--- config.mk ---
export PLATFORM = sky130hd
export DESIGN_NAME = box_controller_multi_flat
export DESIGN_NICKNAME = d
export VERILOG_FILES = /design/src/rtl/box_controller_multi_if.sv /design/src/rtl/box_controller_multi.sv /design/src/flat_wrapper.sv
export SDC_FILE = /design/constraint.sdc
export NUM_CORES = 1
export LEC_CHECK = 0
export BUFFER_PORTS_ARGS = -buffer_cell sky130_fd_sc_hd__buf_2
export CORE_ASPECT_RATIO = 0.75
export CORE_UTILIZATION = 30
export CTS_CLUSTER_SIZE = 12
export DETAILED_ROUTE_END_ITERATION = 10
export GPL_TIMING_DRIVEN = 0
export PLACE_DENSITY = 0.57
export SYNTH_ARGS = -nofsm -noshare
export SYNTH_HDL_FRONTEND = slang
export SYNTH_SLANG_ARGS = --single-unit
--- constraint.sdc ---
create_clock -name clk -period 12.5 [get_ports clk]
set_input_delay 2.5 -clock clk [delete_from_list [all_inputs] [get_ports clk]]
set_output_delay 2.5 -clock clk [all_outputs]
set_load 0.01 [all_outputs]
--- src/rtl/box_controller_multi_if.sv ---
// Control/coordinate bundle between the button front-end and box_controller_multi.
// The master side drives the operator controls; the slave side returns box coordinates and status.
interface box_controller_multi_if #(
  parameter int unsigned NUM_BOXES = 4,
  parameter int unsigned SW        = (NUM_BOXES > 1) ? $clog2(NUM_BOXES) : 1
);
  logic                    mode_sel;
  logic                    resize_mode_sel;
  logic                    speed_sel;
  logic [SW-1:0]           box_sel;
  logic [3:0]              butns;
  logic [NUM_BOXES*16-1:0] x1_o;
  logic [NUM_BOXES*16-1:0] x2_o;
  logic [NUM_BOXES*16-1:0] y1_o;
  logic [NUM_BOXES*16-1:0] y2_o;
  logic [SW-1:0]           active_box_o;
  logic                    busy_o;
  logic [2:0]              leds;

  modport master (
    output mode_sel, resize_mode_sel, speed_sel, box_sel, butns,
    input  x1_o, x2_o, y1_o, y2_o, active_box_o, busy_o, leds
  );

  modport slave (
    input  mode_sel, resize_mode_sel, speed_sel, box_sel, butns,
    output x1_o, x2_o, y1_o, y2_o, active_box_o, busy_o, leds
  );
endinterface

--- src/rtl/box_controller_multi.sv ---
// Button-driven move/resize controller for NUM_BOXES overlay boxes.
// Press -> APPLY -> HOLD with auto-repeat; coordinates saturate at the image edges.
// Optional macro BOX_CTRL_ACCEL_EN: after 8 consecutive auto-repeats the step becomes 4*STEP.
module box_controller_multi #(
  parameter int unsigned IMAGE_WIDTH  = 1280,
  parameter int unsigned IMAGE_HEIGHT = 720,
  parameter int unsigned NUM_BOXES    = 4,
  parameter int unsigned STEP         = 10,
  parameter int unsigned MIN_BOX      = 16,
  parameter int unsigned MAX_BOX      = 300,
  parameter int unsigned INIT_BOX     = 50,
  parameter int unsigned FAST_DELAY   = 1000000,
  parameter int unsigned SLOW_DELAY   = 5000000,
  parameter int unsigned HOLD_DELAY   = 30000000
) (
  input logic                   clk,
  input logic                   rst,
  box_controller_multi_if.slave bus
);

  localparam int unsigned SW  = (NUM_BOXES > 1) ? $clog2(NUM_BOXES) : 1;
  localparam int unsigned CW  = 32;
  localparam int unsigned CRW = 12;
  localparam int unsigned AW  = CRW + 1;

  localparam logic [1:0] S_IDLE  = 2'd0;
  localparam logic [1:0] S_APPLY = 2'd1;
  localparam logic [1:0] S_HOLD  = 2'd2;

  localparam logic [1:0] M_MOVE = 2'd0;
  localparam logic [1:0] M_UNI  = 2'd1;
  localparam logic [1:0] M_IND  = 2'd2;

  localparam logic signed [AW-1:0] C_ZERO = AW'(0);
  localparam logic signed [AW-1:0] C_ONE  = AW'(1);
  localparam logic signed [AW-1:0] C_STEP = AW'(STEP);
  localparam logic signed [AW-1:0] C_MIN  = AW'(MIN_BOX);
  localparam logic signed [AW-1:0] C_MAX  = AW'(MAX_BOX);
  localparam logic signed [AW-1:0] C_XLIM = AW'(IMAGE_WIDTH - 1);
  localparam logic signed [AW-1:0] C_YLIM = AW'(IMAGE_HEIGHT - 1);

  function automatic logic signed [AW-1:0] f_min(input logic signed [AW-1:0] a,
                                                 input logic signed [AW-1:0] b);
    return (a < b) ? a : b;
  endfunction

  // One axis of an action: returns {new_lo, new_hi}; opposing buttons cancel.
  function automatic logic [2*AW-1:0] f_axis(input logic signed [AW-1:0] lo,
                                             input logic signed [AW-1:0] hi,
                                             input logic neg, input logic pos,
                                             input logic [1:0] md,
                                             input logic signed [AW-1:0] s,
                                             input logic signed [AW-1:0] lim);
    logic signed [AW-1:0] sz, dn, dp, room, nlo, nhi;
    sz   = hi - lo + C_ONE;
    dn   = f_min(s, lo);
    dp   = f_min(s, lim - hi);
    room = C_MAX - sz;
    if (room < C_ZERO) room = C_ZERO;
    nlo  = lo;
    nhi  = hi;
    if (neg != pos) begin
      case (md)
        M_MOVE: begin
          if (neg) begin nlo = lo - dn; nhi = hi - dn; end
          else     begin nlo = lo + dp; nhi = hi + dp; end
        end
        M_UNI: begin
          if (neg) begin
            if (sz + (s <<< 1) <= C_MAX) begin nlo = lo - dn; nhi = hi + dp; end
          end else if (sz - (s <<< 1) >= C_MIN) begin
            nlo = lo + s;
            nhi = hi - s;
          end
        end
        M_IND: begin
          if (neg) nlo = lo - f_min(dn, room);
          else     nhi = hi + f_min(dp, room);
        end
        default: ;
      endcase
    end
    return {nlo, nhi};
  endfunction

  logic [1:0]           r_state, w_state_nxt;
  logic [CW-1:0]        r_cnt, w_cnt_nxt;
  logic                 r_first, w_first_nxt;
  logic [3:0]           r_butns, r_butns_d;
  logic [SW-1:0]        r_active;
  logic [2:0]           r_leds;
  logic                 r_busy;
  logic [CRW-1:0]       r_x1 [NUM_BOXES];
  logic [CRW-1:0]       r_x2 [NUM_BOXES];
  logic [CRW-1:0]       r_y1 [NUM_BOXES];
  logic [CRW-1:0]       r_y2 [NUM_BOXES];

  logic                 w_press;
  logic [1:0]           w_mode;
  logic [SW-1:0]        w_sel;
  logic signed [AW-1:0] w_step;
  logic signed [AW-1:0] w_cx1, w_cx2, w_cy1, w_cy2;
  logic signed [AW-1:0] w_nx1, w_nx2, w_ny1, w_ny2;
  logic                 w_xneg, w_xpos;

`ifdef BOX_CTRL_ACCEL_EN
  localparam logic signed [AW-1:0] C_STEP4 = AW'(4 * STEP);
  logic [3:0] r_rep, w_rep_nxt;
  assign w_step = (!r_first && r_rep == 4'd8) ? C_STEP4 : C_STEP;
`else
  assign w_step = C_STEP;
`endif

  assign w_press = |(r_butns & ~r_butns_d);
  assign w_mode  = !bus.mode_sel ? M_MOVE : (bus.resize_mode_sel ? M_IND : M_UNI);
  assign w_sel   = (32'(bus.box_sel) < NUM_BOXES) ? bus.box_sel : r_active;
  assign w_cx1   = $signed({1'b0, r_x1[w_sel]});
  assign w_cx2   = $signed({1'b0, r_x2[w_sel]});
  assign w_cy1   = $signed({1'b0, r_y1[w_sel]});
  assign w_cy2   = $signed({1'b0, r_y2[w_sel]});
  assign w_xneg  = (w_mode == M_UNI) ? r_butns[2] : r_butns[0];
  assign w_xpos  = (w_mode == M_UNI) ? r_butns[3] : r_butns[1];
  assign {w_nx1, w_nx2} = f_axis(w_cx1, w_cx2, w_xneg, w_xpos, w_mode, w_step, C_XLIM);
  assign {w_ny1, w_ny2} = f_axis(w_cy1, w_cy2, r_butns[2], r_butns[3], w_mode, w_step, C_YLIM);

  // FSM state, repeat counter and first-apply flag registers
  always_ff @(posedge clk) begin
    if (rst) begin
      r_state <= S_IDLE;
      r_cnt   <= '0;
      r_first <= 1'b1;
`ifdef BOX_CTRL_ACCEL_EN
      r_rep   <= '0;
`endif
    end else begin
      r_state <= w_state_nxt;
      r_cnt   <= w_cnt_nxt;
      r_first <= w_first_nxt;
`ifdef BOX_CTRL_ACCEL_EN
      r_rep   <= w_rep_nxt;
`endif
    end
  end

  // Next-state logic: press starts, counter expiry repeats, release returns to IDLE
  always_comb begin
    w_state_nxt = r_state;
    w_cnt_nxt   = r_cnt;
    w_first_nxt = r_first;
`ifdef BOX_CTRL_ACCEL_EN
    w_rep_nxt   = r_rep;
`endif
    case (r_state)
      S_IDLE: begin
        w_first_nxt = 1'b1;
`ifdef BOX_CTRL_ACCEL_EN
        w_rep_nxt   = '0;
`endif
        if (w_press) w_state_nxt = S_APPLY;
      end
      S_APPLY: begin
        w_first_nxt = 1'b0;
        w_cnt_nxt   = r_first ? CW'(HOLD_DELAY)
                              : (bus.speed_sel ? CW'(SLOW_DELAY) : CW'(FAST_DELAY));
`ifdef BOX_CTRL_ACCEL_EN
        if (!r_first && r_rep != 4'd8) w_rep_nxt = r_rep + 4'd1;
`endif
        w_state_nxt = S_HOLD;
      end
      S_HOLD: begin
        if (r_butns == 4'd0)  w_state_nxt = S_IDLE;
        else if (r_cnt == '0) w_state_nxt = S_APPLY;
        else                  w_cnt_nxt   = r_cnt - CW'(1);
      end
      default: w_state_nxt = S_IDLE;
    endcase
  end

  // Button sampling, status outputs and per-box coordinate registers
  always_ff @(posedge clk) begin
    if (rst) begin
      r_butns   <= '0;
      r_butns_d <= '0;
      r_active  <= '0;
      r_leds    <= 3'b001;
      r_busy    <= 1'b0;
      for (int i = 0; i < int'(NUM_BOXES); i++) begin
        r_x1[i] <= CRW'(i * INIT_BOX);
        r_x2[i] <= CRW'(i * INIT_BOX + INIT_BOX - 1);
        r_y1[i] <= '0;
        r_y2[i] <= CRW'(INIT_BOX - 1);
      end
    end else begin
      r_butns   <= bus.butns;
      r_butns_d <= r_butns;
      r_busy    <= (w_state_nxt != S_IDLE);
      r_leds    <= (w_mode == M_MOVE) ? 3'b001 : ((w_mode == M_UNI) ? 3'b010 : 3'b100);
      if (r_state != S_HOLD) r_active <= w_sel;
      for (int i = 0; i < int'(NUM_BOXES); i++) begin
        if (r_state == S_APPLY && w_sel == SW'(i)) begin
          r_x1[i] <= w_nx1[CRW-1:0];
          r_x2[i] <= w_nx2[CRW-1:0];
          r_y1[i] <= w_ny1[CRW-1:0];
          r_y2[i] <= w_ny2[CRW-1:0];
        end
      end
    end
  end

  for (genvar g = 0; g < int'(NUM_BOXES); g++) begin : g_out
    assign bus.x1_o[16*g +: 16] = {4'd0, r_x1[g]};
    assign bus.x2_o[16*g +: 16] = {4'd0, r_x2[g]};
    assign bus.y1_o[16*g +: 16] = {4'd0, r_y1[g]};
    assign bus.y2_o[16*g +: 16] = {4'd0, r_y2[g]};
  end

  assign bus.active_box_o = r_active;
  assign bus.busy_o       = r_busy;
  assign bus.leds         = r_leds;

endmodule

--- src/flat_wrapper.sv ---
// flat-port wrapper written by rule: the top's interface ports become plain ports
module box_controller_multi_flat 
#(
  parameter int unsigned IMAGE_WIDTH  = 1280,
  parameter int unsigned IMAGE_HEIGHT = 720,
  parameter int unsigned NUM_BOXES    = 4,
  parameter int unsigned STEP         = 10,
  parameter int unsigned MIN_BOX      = 16,
  parameter int unsigned MAX_BOX      = 300,
  parameter int unsigned INIT_BOX     = 50,
  parameter int unsigned FAST_DELAY   = 1000000,
  parameter int unsigned SLOW_DELAY   = 5000000,
  parameter int unsigned HOLD_DELAY   = 30000000
)
  (clk, rst, bus_mode_sel, bus_resize_mode_sel, bus_speed_sel, bus_box_sel, bus_butns, bus_x1_o, bus_x2_o, bus_y1_o, bus_y2_o, bus_active_box_o, bus_busy_o, bus_leds);
  box_controller_multi_if #(.NUM_BOXES(NUM_BOXES)) bus_i ();
  input logic clk;
  input logic rst;
  input wire logic [$bits(bus_i.mode_sel)-1:0] bus_mode_sel;
  input wire logic [$bits(bus_i.resize_mode_sel)-1:0] bus_resize_mode_sel;
  input wire logic [$bits(bus_i.speed_sel)-1:0] bus_speed_sel;
  input wire logic [$bits(bus_i.box_sel)-1:0] bus_box_sel;
  input wire logic [$bits(bus_i.butns)-1:0] bus_butns;
  output wire logic [$bits(bus_i.x1_o)-1:0] bus_x1_o;
  output wire logic [$bits(bus_i.x2_o)-1:0] bus_x2_o;
  output wire logic [$bits(bus_i.y1_o)-1:0] bus_y1_o;
  output wire logic [$bits(bus_i.y2_o)-1:0] bus_y2_o;
  output wire logic [$bits(bus_i.active_box_o)-1:0] bus_active_box_o;
  output wire logic [$bits(bus_i.busy_o)-1:0] bus_busy_o;
  output wire logic [$bits(bus_i.leds)-1:0] bus_leds;
  assign bus_i.mode_sel = bus_mode_sel;
  assign bus_i.resize_mode_sel = bus_resize_mode_sel;
  assign bus_i.speed_sel = bus_speed_sel;
  assign bus_i.box_sel = bus_box_sel;
  assign bus_i.butns = bus_butns;
  assign bus_x1_o = bus_i.x1_o;
  assign bus_x2_o = bus_i.x2_o;
  assign bus_y1_o = bus_i.y1_o;
  assign bus_y2_o = bus_i.y2_o;
  assign bus_active_box_o = bus_i.active_box_o;
  assign bus_busy_o = bus_i.busy_o;
  assign bus_leds = bus_i.leds;
  box_controller_multi #(.IMAGE_WIDTH(IMAGE_WIDTH), .IMAGE_HEIGHT(IMAGE_HEIGHT), .NUM_BOXES(NUM_BOXES), .STEP(STEP), .MIN_BOX(MIN_BOX), .MAX_BOX(MAX_BOX), .INIT_BOX(INIT_BOX), .FAST_DELAY(FAST_DELAY), .SLOW_DELAY(SLOW_DELAY), .HOLD_DELAY(HOLD_DELAY)) u_core (.clk(clk), .rst(rst), .bus(bus_i));
endmodule
=== Word level (Yosys, flattened, before mapping) ===
Memory sizes are Yosys's and may differ from the RTL's.
Cells that the tools add are included.

* Register bits after elaboration: 49
* Memory bits (writable): 192
* Input port bits: 11
* Output and inout port bits: 262
* Logic and storage cells: 183
* Memories: 4

{| class="wikitable"
|+ Memory list
! name !! words !! bits a word !! rd ports !! clocked after memory_dff !! wr ports !! line !! text
|-
| u_core.r_x1 || 4 || 12 || 5 || 0 || 4 || box_controller_multi.sv:93 || <nowiki>logic [CRW-1:0] r_x1 [NUM_BOXES];</nowiki>
|-
| u_core.r_x2 || 4 || 12 || 5 || 0 || 4 || box_controller_multi.sv:94 || <nowiki>logic [CRW-1:0] r_x2 [NUM_BOXES];</nowiki>
|-
| u_core.r_y1 || 4 || 12 || 5 || 0 || 4 || box_controller_multi.sv:95 || <nowiki>logic [CRW-1:0] r_y1 [NUM_BOXES];</nowiki>
|-
| u_core.r_y2 || 4 || 12 || 5 || 0 || 4 || box_controller_multi.sv:96 || <nowiki>logic [CRW-1:0] r_y2 [NUM_BOXES];</nowiki>
|}

* Add/sub/neg operators: 29
* $lt $le $gt $ge: 14
* Eq/ne operators: 12
* Mux-type cells: 83
* Bitwise operators: 18
* Reductions and logical operators: 15

{| class="wikitable"
|+ Operator list
! operator !! count
|-
| two-way mux 12 bit || 46
|-
| one-hot mux 12 bit (3 select lines) || 4
|-
| two-way mux 32 bit || 3
|-
| adder 12 bit || 6
|-
| subtractor 12 bit || 6
|-
| one-hot mux 32 bit (2 select lines) || 1
|-
| < comparator 13 bit || 4
|-
| two-way mux 13 bit || 4
|-
| logical NOT 32 bit || 1
|-
| subtractor 32 x 1 -> 32 bit, second input constant || 1
|-
| adder 13 x 2 -> 13 bit, second input constant || 2
|-
| adder 13 x 6 -> 13 bit, second input constant || 2
|-
| greater-or-equal comparator 13 x 6 -> 1 bit, second input constant || 2
|-
| less-or-equal comparator 13 x 10 -> 1 bit, second input constant || 2
|-
| < comparator 13 x 1 -> 1 bit, second input constant || 2
|-
| < comparator 5 x 13 -> 1 bit, first input constant || 2
|-
| subtractor 10 x 13 -> 13 bit, first input constant || 2
|-
| subtractor 12 x 12 -> 13 bit || 2
|-
| subtractor 13 x 6 -> 13 bit, second input constant || 2
|-
| adder 12 x 4 -> 12 bit, second input constant || 2
|-
| < comparator 4 x 12 -> 1 bit, first input constant || 2
|-
| subtractor 12 x 4 -> 12 bit, second input constant || 2
|-
| two-way mux 23 bit || 1
|-
| two-way mux 1 bit || 16
|-
| 20 further kinds || 54
|}

=== Depth between registers and ports, before layout ===
Gate-level depths: netlist of run 1.
An unclocked memory read counts as a cell.

* Word-level depth: 13
* Depth in mapped cells: 47

=== Worst setup path after synthesis of run 1 ===
Ideal clock, no wire load.

* Path type: input to register
* From: input bus_box_sel[0]
* To: memory u_core.r_x2[1][9] (data pin)
* Setup time: 266 ps
* Arrival time: 11538 ps
* Slack: 696 ps
* Stages on the path: 41
* Cells stage by stage: buf_6 > buf_6 > buf_6 > buf_6 > buf_4 > mux4_2 > clkbuf_1 > inv_1 > ha_1 > fa_1 > xor2_1 > ha_1 > nor2b_1 > a21oi_1 > o211ai_1 > a211oi_2 > xnor2_1 > clkbuf_1 > [5 not listed] > o31ai_1 > nor3_1 > mux2_2 > or2_1 > clkbuf_1 > clkbuf_1 > nand2_1 > o21ai_0 > ha_1 > o21a_1 > a2111oi_0 > o31a_1 > xor2_1 > a221oi_1 > a211o_1 > a311o_1 > a31oi_1 > nor2_1

{| class="wikitable"
|+ RTL lines
! what !! line !! text
|-
| start, declared || flat_wrapper.sv:22 || <nowiki>input wire logic [$bits(bus_i.box_sel)-1:0] bus_box_sel;</nowiki>
|-
| end, declared || box_controller_multi.sv:94 ||
|}

==> flow_summary.toml, run 1 <==
[power_and_ir_drop]
p_sw_mw = 2.67
p_clk_frac = 0.145
intPower_mw = 2.57
vdd_ir_drop_max_mv = 0.117
p_leak_nw = 11.3
comb_power_share = 0.667
seqPwrFrac = 0.187
swShare = 0.510
power_density_nw_per_um2 = 184

[grt]
grt_pass1_vias = 22700
grt_pass1_wl_um = 157000
antenna_found_initial = 5
grt.total_usage = 0.250
gr-total-overflow = 0
grt_max_degree = 49

[synthesis]
syn_avg_cell_area_sq_um = 8.39
ys.flop_type = "edfxtp_1"
netlist_area_sq_um = 24600
ys_async_sr_fraction = 0
synth-edff-count = 192
ys_types = 106
yosys_warnings = 0
yosys-top-cells-area = "edfxtp_1 23%, ha_1 11%, nor2_1 5.4%, mux4_2 4.3%, a21oi_1 4.1%"
yosys.area.top_type_share = 0.234
yosysSeqAreaShare = 0.274
yosysTopAreaCell = "edfxtp_1"
ys_ff_latch = 241
syn_inst = 2934

[hold_path]
min_path_type = "reg2reg"
min_path_cells = 2
hold_path_end = "u_core.r_cnt[22]"
hold_start = "u_core.r_cnt[22]"

[routing]
avgViaCountPerCell = 5.89
drt-pass1-iter-count = 6
antenna_left = 0
first_iter_violations = 3574
routed_wl_um = 110000
vias = 25600
wl_per_cell_um = 25.3
drc_errors = 0

[worst_setup_path]
r2r-end = "u_core.r_y1[3][11]"
slowest_delay_ns = 0.63
cpMostUsedCell = "ha_1"
rrSetupSlack_ns = 2.59
required_ns = 12.78
cp_max_fo = 10
crit_type = "in2reg"
arrival_ns = 12.42
start_kind = "input pin"
crit_path_end_kind = "flip-flop"
r2r.worst_path.cells = 38
slowest_stage = "mux4_2"
regToRegStartpoint = "u_core.r_y2[2][4]"

[floorplanning]
die_w_um = 333
rows = 90
core_area_sq_um = 80900
die_y_um = 250
start_util = 0.304
die-area_sq_um = 83200
io_pins = 273

[outcome]
status = "complete, no violations"

[sta]
slew_violations = 0
fmax_mhz = 82.4
tightest_slew_ns = 1.42
finalHoldViolCount = 0
finalCritPeriodShare = 0.971
slew_headroom = 0.0383
fin_crit_ns = 12.14
fin_skew_ns = 0.0173
setup_viol = 0
timing.final.ws_setup_ns = 0.363

[final_layout]
layout_common_cells = "352 x nor2_1, 259 x nand2_1, 228 x buf_2"
mostFrequentLayoutCell = "nor2_1"
layout.core_utilization = 0.353
nets = 3499
drive_gt1_frac = 0.158
final_cell_area_sq_um = 28500
fillers = 8462
area_delta_synth_final_pct = 15.9

[clock_network]
cts_tree = "built"
clock_sinks = 241
hold_buffers = 0
htree_levels = 1
cts_buffer_depth = 3
clkLatencyLatePin_ns = 0.59
clk_pin_slew_worst_paths_ns = 0.06
root_buffer = "clkbuf_16"
cts_buffers = 27

[run]
maxCapViolCount = 0

[place]
gp_congestion = 1.04
dp_hpwl_um = 86700
port_buffers = 205
place_area_sq_um = 27400
pre_cts_ws_ns = -2.53
-- layout make-up --
cell class | instances | area, sq um | share of cell area
diodes | 1 | 2.50 | 0.0000877
plain buffers | 215 | 1200 | 0.0421
clock buffers | 33 | 698 | 0.0245
clock inverters | 13 | 88.8 | 0.00311
inverters | 126 | 480 | 0.0168
multi-input cells | 2437 | 16800 | 0.589
flip-flops and latches | 241 | 6750 | 0.236
well taps | 1058 | 1320 | 0.0464
repair buffers | 220 | 1180 | 0.0412
-- worst max-delay path by stage --
stage	start	endpoint	slack (ns)	cells past startpoint
2_1_floorplan	bus_box_sel[0]	u_core.r_x2[1][9]	0.70	41
3_3_place_gp	bus_box_sel[1]	u_core.r_x2[1][9]	-2.60	41
3_5_place_dp	bus_box_sel[1]	u_core.r_x2[2][9]	-2.53	41
4_1_cts	bus_box_sel[0]	u_core.r_x2[1][8]	0.02	44
5_1_grt	bus_box_sel[0]	u_core.r_x2[1][10]	-0.04	43
6_report	bus_box_sel[0]	u_core.r_x2[1][9]	0.36	42
-- synth_stat cells (34+ instances only) --
cell type,instances
nor2b_1,38
xor2_1,35
o211ai_1,37
a21o_1,34
nand2_1,260
nor3_1,134
edfxtp_1,192
mux2i_1,38
a211oi_1,35
inv_1,118
a21oi_1,201
ha_1,210
nor2_1,354
dfxtp_1,49
mux4_2,47
nand3_1,73
buf_4,68
clkbuf_1,112
o21ai_0,174
xnor2_1,108
-- power groups by stage --
stage / Clock, mW / Sequential (mW) / Combinational (mW)
after global routing: 0.791 / 0.987 / 3.77
final: 0.762 / 0.981 / 3.50
after floorplan: 0 / 1.00 / 2.29
after global placement: 0 / 0.999 / 3.23
after detailed placement: 0 / 0.996 / 3.24
after CTS: 0.765 / 0.980 / 3.29
-- through the flow --
step / TNS, ns / cells / hold WS (ns) / power [mW]
5_1_grt: -0.105 / 4343 / 0.545 / 5.55
2_1_floorplan: 0 / 3030 / 0.453 / 3.29
4_1_cts: 0 / 4341 / 0.512 / 5.04
6_report: 0 / 4344 / 0.514 / 5.24
3_3_place_gp: -177.82 / 4293 / 0.494 / 4.22
3_5_place_dp: -178.93 / 4296 / 0.500 / 4.23
-- registers in the layout, indices dropped and copies added (netlist names) --
| register | flops |
|---|---|
| u_core.bus.leds | 3 |
| u_core.r_y2 | 48 |
| u_core.r_first | 1 |
| u_core.r_cnt | 32 |
| u_core.r_butns | 4 |
| u_core.r_state | 2 |
| u_core.r_y1 | 48 |
| u_core.r_x2 | 48 |
| u_core.r_x1 | 48 |
| u_core.bus.busy_o | 1 |
| u_core.bus.active_box_o | 2 |
| u_core.r_butns_d | 4 |
-- what timing repair did --
action                                  CTS  global route
endpoints found under the setup margin  136           111
buffers inserted                          4             8
resized for setup                        19            52
pin swaps                                 1             6
endpoints found under the hold margin     0             0
-- layer usage --
| layer | global-route usage | wire [um] |
|---|---|---|
| met1 | 0.383 | 50400 |
| met5 | 0 | 31 |
| met4 | 0.0699 | 3300 |
| met3 | 0.0707 | 14300 |
| met2 | 0.332 | 41700 |
-- critical path, delay by kind of cell --
family                   cells  cell delay [ns]
AO/OA/AOI/OAI               15             3.34
XOR/XNOR                     2             0.40
adder cells (fa/ha/maj)      6             2.18
buffers and inverters       10             2.05
multiplexers                 2             0.95
AND/OR/NAND/NOR              7             0.94
-- logic make-up (layout without fill, tap and decap cells) --
kind of cell / count (synthesis) / in the layout / share of synthesized area
DFF: 241 / 241 / 0.274
adders and majority gates: 220 / 220 / 0.115
AOI/OAI and AO/OA: 797 / 797 / 0.217
xor gates and xnor gates: 145 / 145 / 0.0525
and+or+nand+nor: 1076 / 1076 / 0.207
buffers and inverters: 352 / 607 / 0.0679
other: 2 / 99 / 0.000305
muxes: 101 / 101 / 0.0658
No activity file was read; power rests on OpenSTA's default activity.
==> run 2, diff against run 1 <==
CELL_PAD_IN_SITES_DETAIL_PLACEMENT = 0   (was default)
CELL_PAD_IN_SITES_GLOBAL_PLACEMENT = 1   (was default)
PLACE_DENSITY = 0.69   (was 0.57)
==> run 2 against run 1 <==
  * Clock skew grew 0.019 ns
  * Wire length grew 2.0%
  * Final area grew 0.57%
  * Non-clock buffer count grew 10
  * Combinational power grew 2%
  * Register-to-register slack gained 0.02 ns
  * First-iteration DRC count shrank 4.8%
  * Sequential share of layout area shrank 0.13 points
  * Utilization grew 0.20 points
  * The flow now finishes with violations (max-capacitance violations, max-slew violations)
  * Maximum frequency grew 0.47%
==> flow_summary.toml, run 2 (synthesis results as in run 1) <==
[worst_setup_path]
crit_path_end_kind = "flip-flop"
slowest_stage = "fa_1"
required_ns = 12.79
cp_max_fo = 10
slowest_delay_ns = 0.52
arrival_ns = 12.37
start_kind = "input pin"
crit_type = "in2reg"

[grt]
grt_max_degree = 49
antenna_found_initial = 3
grt_pass1_wl_um = 160000
gr-total-overflow = 0
grt.total_usage = 0.257
grt_pass1_vias = 23000

[place]
dp_hpwl_um = 88600
pre_cts_ws_ns = -2.80
port_buffers = 205
gp_congestion = 1.00

[floorplanning]
rows = 90
die_w_um = 333
io_pins = 273
start_util = 0.304
core_area_sq_um = 80900
die_y_um = 250
die-area_sq_um = 83200

[clock_network]
clk_pin_slew_worst_paths_ns = 0.07
clock_sinks = 241
hold_buffers = 0
clkLatencyLatePin_ns = 0.57
cts_buffers = 26
root_buffer = "clkbuf_16"
htree_levels = 1
cts_buffer_depth = 3
cts_tree = "built"

[sta]
finalHoldViolCount = 0
fin_crit_ns = 12.08
fmax_mhz = 82.8
final.setup.tns_ns = 0
fin_skew_ns = 0.0360
timing.final.ws_setup_ns = 0.419
tightest_slew_ns = 1.56
slew_headroom = -0.0418
hold_ws_ns = 0.505
setup_viol = 0
finalCritPeriodShare = 0.966
slew_violations = 11

[final_layout]
drive_gt1_frac = 0.163
nets = 3508
mostFrequentLayoutCell = "nor2_1"
layout_common_cells = "353 x nor2_1, 259 x nand2_1, 228 x buf_2"
area_delta_synth_final_pct = 16.6

[routing]
wl_per_cell_um = 25.7
drc_errors = 0
avgViaCountPerCell = 5.85
routed_wl_um = 112000
first_iter_violations = 3403
antenna_left = 0
drt-pass1-iter-count = 6
vias = 25500

[power_and_ir_drop]
p_leak_nw = 11.4
power_density_nw_per_um2 = 184
vdd_ir_drop_max_mv = 0.111

[hold_path]
min_path_type = "reg2reg"

[outcome]
violations = "max-capacitance violations, max-slew violations"
status = "finished with violations"

[run]
maxCapViolCount = 1
==> run 2: cell types whose count changed in the layout (fill, tap and decap cells not counted), moves of 2 or more <==
cell,before,now
clkbuf_1,100,98
o21ai_1,7,10
a211oi_4,1,3
clkbuf_4,1,3
a211oi_2,4,1
buf_6,9,7
clkinvlp_4,2,6
xnor2_1,107,104
xnor2_2,1,4
clkinv_1,12,6
clkinv_2,5,2
o21ai_0,172,169
buf_4,80,93
==> run 2: path summary, 6_finish.rpt <==
kind / from / to / slack, ns / cells after the start
setup / recovery: bus_box_sel[1] / u_core.r_x2[1][6] / 0.42 / 44
hold reg to reg: u_core.r_cnt[26] / u_core.r_cnt[26] / 0.50 / 2
hold / removal: u_core.r_cnt[26] / u_core.r_cnt[26] / 0.50 / 2
setup reg to reg: u_core.r_y2[0][5] / u_core.r_y2[3][7] / 2.61 / 36
==> run 2: stage by stage <==
step	cell area, sq um	util	total power [mW]	cells
after CTS	28400	0.351	5.06	4339
after floorplan	25000	-	3.29	3030
final	28700	0.355	5.28	4352
after detailed placement	27400	0.339	4.28	4298
after global routing	28700	0.355	5.60	4351
after global placement	27300	0.338	4.28	4293
==> run 2: layout make-up <==
type	instances	area [sq um]
Buffer	212	1200
Clock buffer	37	702
Inverter	126	484
Antenna cell	1	2.50
Timing Repair Buffer	233	1290
Tap cell	1058	1320
Clock inverter	7	71.3
Sequential cell	241	6750
Fill cell	8544	52200
Multi-Input combinational cell	2437	16900
==> run 2: report_power, final <==
group / internal [mW] / total (mW) / switching (mW)
logic: 1.25 / 3.57 / 2.32
clock network: 0.393 / 0.733 / 0.339
registers: 0.931 / 0.982 / 0.0508
total: 2.57 / 5.28 / 2.71
==> run 2: repair_timing <==
action	4_1_cts	5_1_grt
pin swaps	2	11
resized for setup	28	62
setup buffers	4	19
endpoints found under the setup margin	160	119
==> run 2: worst max-delay path, delay by kind of cell <==
kind | cells | cell delay (ns)
mux | 2 | 0.67
xor+xnor | 3 | 0.79
fa+ha+maj | 6 | 1.93
compound gates | 13 | 2.87
simple gates | 8 | 1.16
buf+inv | 12 | 2.41
==> run 2: layer usage <==
metal	global-route usage	up-vias	wire length, um
li1	-	11400	-
met1	0.388	12300	50800
met2	0.350	1546	43800
met3	0.0738	168	14700
met4	0.0629	2	2780
met5	0	-	15
